<file path="config.mk">
export PLATFORM = sky130hd
export DESIGN_NAME = fmap_col_serializer_flat
export DESIGN_NICKNAME = d
export VERILOG_FILES = /design/src/rtl/fmap_col_serializer_if.sv /design/src/rtl/fmap_col_serializer.sv /design/src/flat_wrapper.sv
export SDC_FILE = /design/constraint.sdc
export NUM_CORES = 1
export LEC_CHECK = 0
export CAP_MARGIN = 20
export CORE_MARGIN = 1.5
export CORE_UTILIZATION = 60
export DETAILED_ROUTE_END_ITERATION = 6
export GPL_TIMING_DRIVEN = 0
export PLACE_DENSITY = 0.9
export SYNTH_ARGS = -nofsm -noshare
export SYNTH_HDL_FRONTEND = slang
export SYNTH_SLANG_ARGS = --single-unit
export TNS_END_PERCENT = 50
</file>
<file path="constraint.sdc">
create_clock -name clk -period 34.8 [get_ports clk]
set_clock_uncertainty 0.05 [all_clocks]
set_input_delay 8.7 -clock clk [delete_from_list [all_inputs] [get_ports clk]]
set_output_delay 8.7 -clock clk [all_outputs]
set_load 0.02 [all_outputs]
</file>
<file path="src/rtl/fmap_col_serializer_if.sv">
// Column-in / pixel-out handshake bundle for fmap_col_serializer.
// slave = serializer side, master = column source plus pixel sink.
interface fmap_col_serializer_if #(
    parameter int PIX_H  = 24,
    parameter int X_SIZE = 640,
    parameter int Y_SIZE = 480
);
    localparam int XW = $clog2(X_SIZE);
    localparam int YW = $clog2(Y_SIZE);

    logic                   col_valid;
    logic                   col_ready;
    logic [PIX_H-1:0][15:0] data_col;
    logic [XW-1:0]          x_origin;
    logic [YW-1:0]          y_origin;
    logic [2:0]             gain_shift;
    logic                   pix_valid;
    logic                   pix_ready;
    logic [7:0]             pix_gray;
    logic [XW-1:0]          pix_x;
    logic [YW-1:0]          pix_y;
    logic                   pix_eoc;
    logic                   pix_eof;

    modport master (
        output col_valid, data_col, x_origin, y_origin, gain_shift, pix_ready,
        input  col_ready, pix_valid, pix_gray, pix_x, pix_y, pix_eoc, pix_eof
    );

    modport slave (
        input  col_valid, data_col, x_origin, y_origin, gain_shift, pix_ready,
        output col_ready, pix_valid, pix_gray, pix_x, pix_y, pix_eoc, pix_eof
    );
endinterface

</file>
<file path="src/rtl/fmap_col_serializer.sv">
// fp16 column to grayscale pixel stream, two-entry ping-pong column buffer.
// Define FMAP_SER_ABS_EN to convert negative values by magnitude instead of to 0.
module fmap_col_serializer #(
    parameter int PIX_H  = 24,
    parameter int PIX_W  = 24,
    parameter int X_SIZE = 640,
    parameter int Y_SIZE = 480
) (
    input  logic                 clk,
    input  logic                 rst,
    fmap_col_serializer_if.slave bus
);
    localparam int XW = $clog2(X_SIZE);
    localparam int YW = $clog2(Y_SIZE);
    localparam int RW = (PIX_H > 1) ? $clog2(PIX_H) : 1;
    localparam int CW = (PIX_W > 1) ? $clog2(PIX_W) : 1;

    typedef enum logic {IDLE, SEND} state_t;
    state_t state, state_nxt;

    logic [PIX_H-1:0][15:0] ent_col [2];
    logic [XW-1:0]          ent_x   [2];
    logic [YW-1:0]          ent_y   [2];
    logic [2:0]             ent_g   [2];
    logic [CW-1:0]          ent_idx [2];

    logic          wr_ptr, rd_ptr;
    logic [1:0]    count, count_nxt;
    logic [CW-1:0] col_idx;
    logic [RW-1:0] row;
    logic          col_ready, accept, load, out_free, last_row, free_head;

    logic          valid_q, eoc_q, eof_q;
    logic [7:0]    gray_q;
    logic [XW-1:0] x_q;
    logic [YW-1:0] y_q;

    // gray = floor(v * 2^g * 256), saturated to 255
    function automatic logic [7:0] to_gray(input logic [15:0] h, input logic [2:0] g);
        logic [5:0]  eg;
        logic [5:0]  sh;
        logic [10:0] m11;
        logic        neg;
        eg  = {1'b0, h[14:10]} + {3'b000, g};
        sh  = 6'd17 - eg;
        m11 = {1'b1, h[9:0]};
`ifdef FMAP_SER_ABS_EN
        neg = 1'b0;
`else
        neg = h[15];
`endif
        if (h[14:10] == 5'd0)       to_gray = 8'd0;
        else if (h[14:10] == 5'd31) to_gray = 8'hFF;
        else if (neg)               to_gray = 8'd0;
        else if (eg >= 6'd15)       to_gray = 8'hFF;
        else if (sh >= 6'd11)       to_gray = 8'd0;
        else                        to_gray = 8'(m11 >> sh);
    endfunction

    assign col_ready = (count < 2'd2);
    assign accept    = bus.col_valid && col_ready;
    assign out_free  = !valid_q || bus.pix_ready;
    assign last_row  = (row == RW'(PIX_H - 1));
    assign free_head = load && last_row;
    assign count_nxt = count + {1'b0, accept} - {1'b0, free_head};

    always_ff @(posedge clk or posedge rst) begin
        if (rst) state <= IDLE;
        else     state <= state_nxt;
    end

    always_comb begin
        state_nxt = state;
        case (state)
            IDLE:    if (count_nxt != 2'd0) state_nxt = SEND;
            SEND:    if (count_nxt == 2'd0) state_nxt = IDLE;
            default: state_nxt = IDLE;
        endcase
    end

    always_comb begin
        load = 1'b0;
        case (state)
            SEND:    load = out_free;
            default: load = 1'b0;
        endcase
    end

    // Entry payload needs no reset: count gates every read.
    always_ff @(posedge clk) begin
        if (accept) begin
            ent_col[wr_ptr] <= bus.data_col;
            ent_x[wr_ptr]   <= bus.x_origin;
            ent_y[wr_ptr]   <= bus.y_origin;
            ent_g[wr_ptr]   <= bus.gain_shift;
            ent_idx[wr_ptr] <= col_idx;
        end
    end

    always_ff @(posedge clk or posedge rst) begin
        if (rst) begin
            wr_ptr  <= 1'b0;
            rd_ptr  <= 1'b0;
            count   <= 2'd0;
            col_idx <= '0;
            row     <= '0;
            valid_q <= 1'b0;
            gray_q  <= '0;
            x_q     <= '0;
            y_q     <= '0;
            eoc_q   <= 1'b0;
            eof_q   <= 1'b0;
        end else begin
            count <= count_nxt;
            if (accept) begin
                wr_ptr  <= ~wr_ptr;
                col_idx <= (col_idx == CW'(PIX_W - 1)) ? '0 : col_idx + CW'(1);
            end
            if (load) begin
                row <= last_row ? '0 : row + RW'(1);
                if (last_row) rd_ptr <= ~rd_ptr;
                gray_q <= to_gray(ent_col[rd_ptr][row], ent_g[rd_ptr]);
                x_q    <= ent_x[rd_ptr] + XW'(ent_idx[rd_ptr]);
                y_q    <= ent_y[rd_ptr] + YW'(row);
                eoc_q  <= last_row;
                eof_q  <= last_row && (ent_idx[rd_ptr] == CW'(PIX_W - 1));
            end
            if (out_free) valid_q <= load;
        end
    end

    assign bus.col_ready = col_ready;
    assign bus.pix_valid = valid_q;
    assign bus.pix_gray  = gray_q;
    assign bus.pix_x     = x_q;
    assign bus.pix_y     = y_q;
    assign bus.pix_eoc   = eoc_q;
    assign bus.pix_eof   = eof_q;
endmodule

</file>
<file path="src/flat_wrapper.sv">
// flat-port wrapper written by rule: the top's interface ports become plain ports
module fmap_col_serializer_flat 
#(
    parameter int PIX_H  = 24,
    parameter int PIX_W  = 24,
    parameter int X_SIZE = 640,
    parameter int Y_SIZE = 480
)
  (clk, rst, bus_col_valid, bus_data_col, bus_x_origin, bus_y_origin, bus_gain_shift, bus_pix_ready, bus_col_ready, bus_pix_valid, bus_pix_gray, bus_pix_x, bus_pix_y, bus_pix_eoc, bus_pix_eof);
  fmap_col_serializer_if #(.PIX_H(PIX_H), .X_SIZE(X_SIZE), .Y_SIZE(Y_SIZE)) bus_i ();
  input  logic clk;
  input  logic rst;
  input wire logic [$bits(bus_i.col_valid)-1:0] bus_col_valid;
  input wire logic [$bits(bus_i.data_col)-1:0] bus_data_col;
  input wire logic [$bits(bus_i.x_origin)-1:0] bus_x_origin;
  input wire logic [$bits(bus_i.y_origin)-1:0] bus_y_origin;
  input wire logic [$bits(bus_i.gain_shift)-1:0] bus_gain_shift;
  input wire logic [$bits(bus_i.pix_ready)-1:0] bus_pix_ready;
  output wire logic [$bits(bus_i.col_ready)-1:0] bus_col_ready;
  output wire logic [$bits(bus_i.pix_valid)-1:0] bus_pix_valid;
  output wire logic [$bits(bus_i.pix_gray)-1:0] bus_pix_gray;
  output wire logic [$bits(bus_i.pix_x)-1:0] bus_pix_x;
  output wire logic [$bits(bus_i.pix_y)-1:0] bus_pix_y;
  output wire logic [$bits(bus_i.pix_eoc)-1:0] bus_pix_eoc;
  output wire logic [$bits(bus_i.pix_eof)-1:0] bus_pix_eof;
  assign bus_i.col_valid = bus_col_valid;
  assign bus_i.data_col = bus_data_col;
  assign bus_i.x_origin = bus_x_origin;
  assign bus_i.y_origin = bus_y_origin;
  assign bus_i.gain_shift = bus_gain_shift;
  assign bus_i.pix_ready = bus_pix_ready;
  assign bus_col_ready = bus_i.col_ready;
  assign bus_pix_valid = bus_i.pix_valid;
  assign bus_pix_gray = bus_i.pix_gray;
  assign bus_pix_x = bus_i.pix_x;
  assign bus_pix_y = bus_i.pix_y;
  assign bus_pix_eoc = bus_i.pix_eoc;
  assign bus_pix_eof = bus_i.pix_eof;
  fmap_col_serializer #(.PIX_H(PIX_H), .PIX_W(PIX_W), .X_SIZE(X_SIZE), .Y_SIZE(Y_SIZE)) u_core (.clk(clk), .rst(rst), .bus(bus_i));
endmodule
</file>
Word-level counts from Yosys, hierarchy flattened --
Memory sizes are Yosys's and may differ from the RTL's. Cells that the tools add are included.
Word-level totals: memories 5, memory bits (writable) 822, output and inout port bits 31, word-level logic and storage cells 61, register bits 45
Memory list:
- u_core.ent_col | words 2, bits a word 384, rd ports 1, clocked after memory_dff 0, write ports 1, line fmap_col_serializer.sv:21 | logic [PIX_H-1:0][15:0] ent_col [2];
- u_core.ent_x | words 2, bits a word 10, rd ports 1, clocked after memory_dff 0, write ports 1, line fmap_col_serializer.sv:22 | logic [XW-1:0] ent_x [2];
- u_core.ent_y | words 2, bits a word 9, rd ports 1, clocked after memory_dff 0, write ports 1, line fmap_col_serializer.sv:23 | logic [YW-1:0] ent_y [2];
- u_core.ent_idx | words 2, bits a word 5, rd ports 1, clocked after memory_dff 0, write ports 1, line fmap_col_serializer.sv:25 | logic [CW-1:0] ent_idx [2];
- u_core.ent_g | words 2, bits a word 3, rd ports 1, clocked after memory_dff 0, write ports 1, line fmap_col_serializer.sv:24 | logic [2:0] ent_g [2];
Cells by class: magnitude comparators 4, add/sub/neg operators 8, equality and inequality tests 4, shift operators 1, reduce and logical (&&, ||, !) cells 9, multiplexer cells 15, bitwise operators 3
Operators by type and width (count):
- binary-select mux 16 bit (select 5 bit) | 1
- 2-to-1 mux 8 bit | 5
- equality test 5 bit (second input constant) | 4
- 2-to-1 mux 16 bit | 1
- greater-or-equal comparator 6 x 4 -> 1 bit (second input constant) | 2
- >> shifter 11 x 6 -> 8 bit | 1
- adder 10 x 5 -> 10 bit | 1
- adder 5 x 1 -> 5 bit (second input constant) | 2
- 2-to-1 mux 5 bit | 2
- adder 9 x 5 -> 9 bit | 1
- adder 5 x 3 -> 6 bit | 1
- < comparator 5 x 6 -> 1 bit (second input constant) | 1
- subtractor 5 x 6 -> 6 bit (first input constant) | 1
- logical NOT 5 bit | 1
- 2-to-1 mux 1 bit | 5
- logical AND 1 bit | 3
- NOT 1 bit | 3
- adder 2 x 1 -> 2 bit | 1
- logical NOT 2 bit | 1
- < comparator 2 bit (second input constant) | 1
- one-hot mux 1 bit (2 select lines) | 1
- AND reduction 2 bit | 1
- nonzero test 2 bit | 1
- subtractor 2 x 1 -> 2 bit | 1
- other kinds (2) | 2

Depth between registers and ports, before layout --
An unclocked memory read counts as a cell.
depth in word-level cells 11, mapped depth 20, mapped depth without buffers 17

Least setup slack after synthesis --
No wires, ideal clock.
kind input-to-reg, start point input port bus_col_valid, end point memory u_core.ent_col[0][0] (netlist bit) (enable), path buffers 1, stages on the path 3, setup time 1243 ps, path slack 6386 ps, data required time 33507 ps, data arrival time 27121 ps, cells stage by stage nor2b_1 -> clkbuf_1 -> nor2b_1
Between the ends: word-level cells in the longest chain between the ends 3
Ends and longest elaborated chain:
- from (decl) | line flat_wrapper.sv:13 | input wire logic [$bits(bus_i.col_valid)-1:0] bus_col_valid;
- logical AND 1 bit | line fmap_col_serializer.sv:61 | assign accept = bus.col_valid && col_ready;
- named net u_core.accept | line fmap_col_serializer.sv:31 | logic col_ready, accept, load, out_free, last_row, free_head;
- 2-to-1 mux 1 bit | line fmap_col_serializer.sv:91 | if (accept) begin
- 2-to-1 mux 1 bit (not written as such) | line fmap_col_serializer.sv:92 | ent_col[wr_ptr] <= bus.data_col;
- to (decl) | line fmap_col_serializer.sv:21
The timed path passes the listed nets, and every way through them passes these cells.

Worst setup path in the final report --
start point input port bus_col_valid, end point memory u_core.ent_col[0][155] (netlist bit) (enable)
The elaborated chain is that of the path after synthesis.

==> out/results.txt <==
Sequential share of the synthesized area: 0.7516
Clock slew at the register clock pins of the worst setup and hold paths: 0.06 ns
Req. time, crit path: 35.07 ns
Vias: 20050
CTS hold repair buffers: 0
Hpwl dp: 66390 microns
Final wirelength: 98050 microns
Fin crit period: 11.35 ns
Ys flop type: edfxtp_1
Post-CTS setup buffers: 0
DP Area: 40200 sq um
Drc violations: 0
Area share of the largest cell type after synthesis: 0.7188
PostCTS Resize Cnt: 0
Post-Syn Area: 34340 sq um
R2R Setup Slk: 28.38 ns
GRT Residual Overflow: 0
PwrDens: 89.69 nW/um^2
Die H: 242.2 microns
Nets: 2668
RePlAce Congestion: 0.8837
Initial DRC count: 2516
Power, Total: 3.854 mW
CP startpoint kind: input pin
Gr usage total: 0.3331
Area Overhead vs Synth: 25.11%
CTS tree: yes
EDFF count, synth: 822
Post-Synthesis Cells: 1688
Post-route cell area: 42960 sq um
Num CTS Buffers: 85
Core Region: 56500 sq um
Area leader, netlist: edfxtp_1
# fillers: 2955
Crit Path Class: in2reg
Initial core utilization: 0.6079
Asr flop ratio synth: 0.05190
Vias per cell: 6.495
Max Freq: 0.08808 GHz
Max-slew headroom: 0.1844
H-tree lvl count: 3
Average size of a mapped cell: 20.34 sq um
Worst VDD drop: 71.04 uV
Final worst setup slack: 23.45 ns
Final hold vios: 0
Synth top area cells: edfxtp_1 (72%), mux4_2 (11%), dfrtp_1 (3.3%)
Post-synthesis register bit count: 867
Crit path max fanout: 35
Clk_lat worst skew: 0.65 ns
Status: completed
Hold WC Path Type: reg2reg
IO Port Bufs: 440
Initial antenna violation count: 32
Met3 routed wirelength: 9056 microns
Slew Viols, Final: 0
Global-route wire length before repair: 137600 microns
Met2 WL: 50710 microns
Library cells used by synthesis: 74
Final setup viols: 0
Clock root cell: clkbuf_16
Syn nets: 2119
CP arrival: 11.63 ns
Final setup TNS: 0 ns
Pre-Repair DR Iteration Count: 5
Worst slack at placement: 22.83 ns
Top Metal Used: met5
Total of max-cap violations: 0
Clock tree buffer depth: 3
DR WL/cell: 31.76 microns
Post-route ant nets: 0
Layout cells sized above 1: 0.1809
Utilization after layout: 0.7605
Worst-margin pin slew: 1.223 ns
Largest net degree at the start of global routing: 74
Leakage dissipation: 14.62 nW
Ys Warns: 0
DRT met1 WL: 34330 microns
Die area: 58680 sq um
Clk sinks: 867
Row Count: 87
Die width: 242.2 microns
RSZ-0062 raised after global routing: false
I/O pins: 441
Tcrit/Tclk final: 0.3262
Number of global-route vias before repair: 20680
CP Capture Type: register
[synth_stat cells (8+ instances only)]
cell type  instances
dfrtp_1           45
buf_2             26
o211ai_1          13
xnor2_1           18
inv_1             17
nor2_1            30
edfxtp_1         822
nand2_1           68
a22oi_1           29
buf_6             11
nor2b_1           19
mux2i_1           67
a21oi_1           36
a211oi_1          11
buf_4             13
nand3_1            9
ha_1              18
mux4_2           163
mux2_2            43
a21o_1             9
clkbuf_1          23
nor3_1            11
o21ai_0           38
o22ai_1           10
nand2b_1          10
and2_1             8
mux4_1            11
[layout by cell type (no fill, tap or decap), drive strengths merged, types with 7 or more instances in the layout]
master	instances
mux2i	67
nand2b	10
xor2	7
bufinv	9
a211oi	12
mux2	44
o22ai	10
inv	24
xnor2	18
clkinv	31
clkbuf	129
o211ai	14
edfxtp	822
a22oi	29
a21oi	37
nor2b	19
nand2	69
a21o	9
o21ai	43
mux4	174
nor3	12
clkdlybuf4s50	440
ha	18
dfrtp	45
nand3	10
nor2	31
buf	82
diode	32
and2	9
[layer usage]
layer	vias up	track usage
li1	8110	-
met1	10300	0.4144
met2	1395	0.5592
met3	234	0.07843
met4	14	0.1550
met5	-	0
[registers in the layout, summed over array words and instances, names as in the netlist, 6 cells and up]
name and count:
u_core.bus.pix_gray 8, u_core.bus.pix_x 10, u_core.bus.pix_y 9, u_core.ent_col 768
u_core.ent_g 6, u_core.ent_idx 10, u_core.ent_x 20, u_core.ent_y 18
[final cells by class]
| type | count | area (sq um) | share of cell area |
|---|---|---|---|
| Clock inverter | 43 | 462.9 | 0.01078 |
| Clock buffer | 106 | 2216 | 0.05158 |
| Sequential cell | 867 | 25810 | 0.6007 |
| Tap cell | 756 | 945.9 | 0.02202 |
| Timing Repair Buffer | 462 | 4907 | 0.1142 |
| Antenna cell | 32 | 80.08 | 0.001864 |
| Buffer | 83 | 524.3 | 0.01220 |
| Inverter | 21 | 78.83 | 0.001835 |
| Multi-Input combinational cell | 717 | 7939 | 0.1848 |
[worst paths after layout]
kind                                          start                endpoint  cells after the start
worst max-delay path                  bus_col_valid  u_core.ent_col[0][155]                      8
worst min-delay path            u_core.bus.pix_y[2]     u_core.bus.pix_y[2]                      2
worst max register to register        u_core.rd_ptr  u_core.bus.pix_gray[0]                     18
worst min register to register  u_core.bus.pix_y[2]     u_core.bus.pix_y[2]                      2
max in group asynchronous                       rst     u_core.bus.pix_x[9]                      3
min in group asynchronous                       rst    u_core.bus.pix_valid                      2
[critical path, stage by stage]
cell             delay, ns
clkdlybuf4s50_1       0.46
nor2b_1               0.13
clkbuf_1              0.38
nor2b_4               0.85
buf_12                0.32
buf_12                0.25
buf_12                0.22
buf_12                0.25
[stage by stage]
| step | hold slack, ns | cells |
|---|---|---|
| after floorplan | 0.3984 | 1688 |
| after global placement | 0.4141 | 2884 |
| after detailed placement | 0.4196 | 2906 |
| after CTS | 0.4348 | 3055 |
| after global routing | 0.4603 | 3080 |
| final | 0.4326 | 3087 |
[kinds of logic (layout without fill, tap and decap cells)]
group	Yosys count	count (layout)	share of synthesized area
compound gates	201	201	0.04000
xor+xnor	25	25	0.006376
fa+ha+maj	21	21	0.008307
buf+inv	104	715	0.01756
flops	867	867	0.7516
mux	285	285	0.1494
other cells	0	32	0
simple gates	185	185	0.02682
[power breakdown]
group	internal [mW]	switching (mW)
sequential	1.38	0.0713
clock	0.519	0.384
combinational	0.620	0.884
Power figures use the tool's default switching activity.
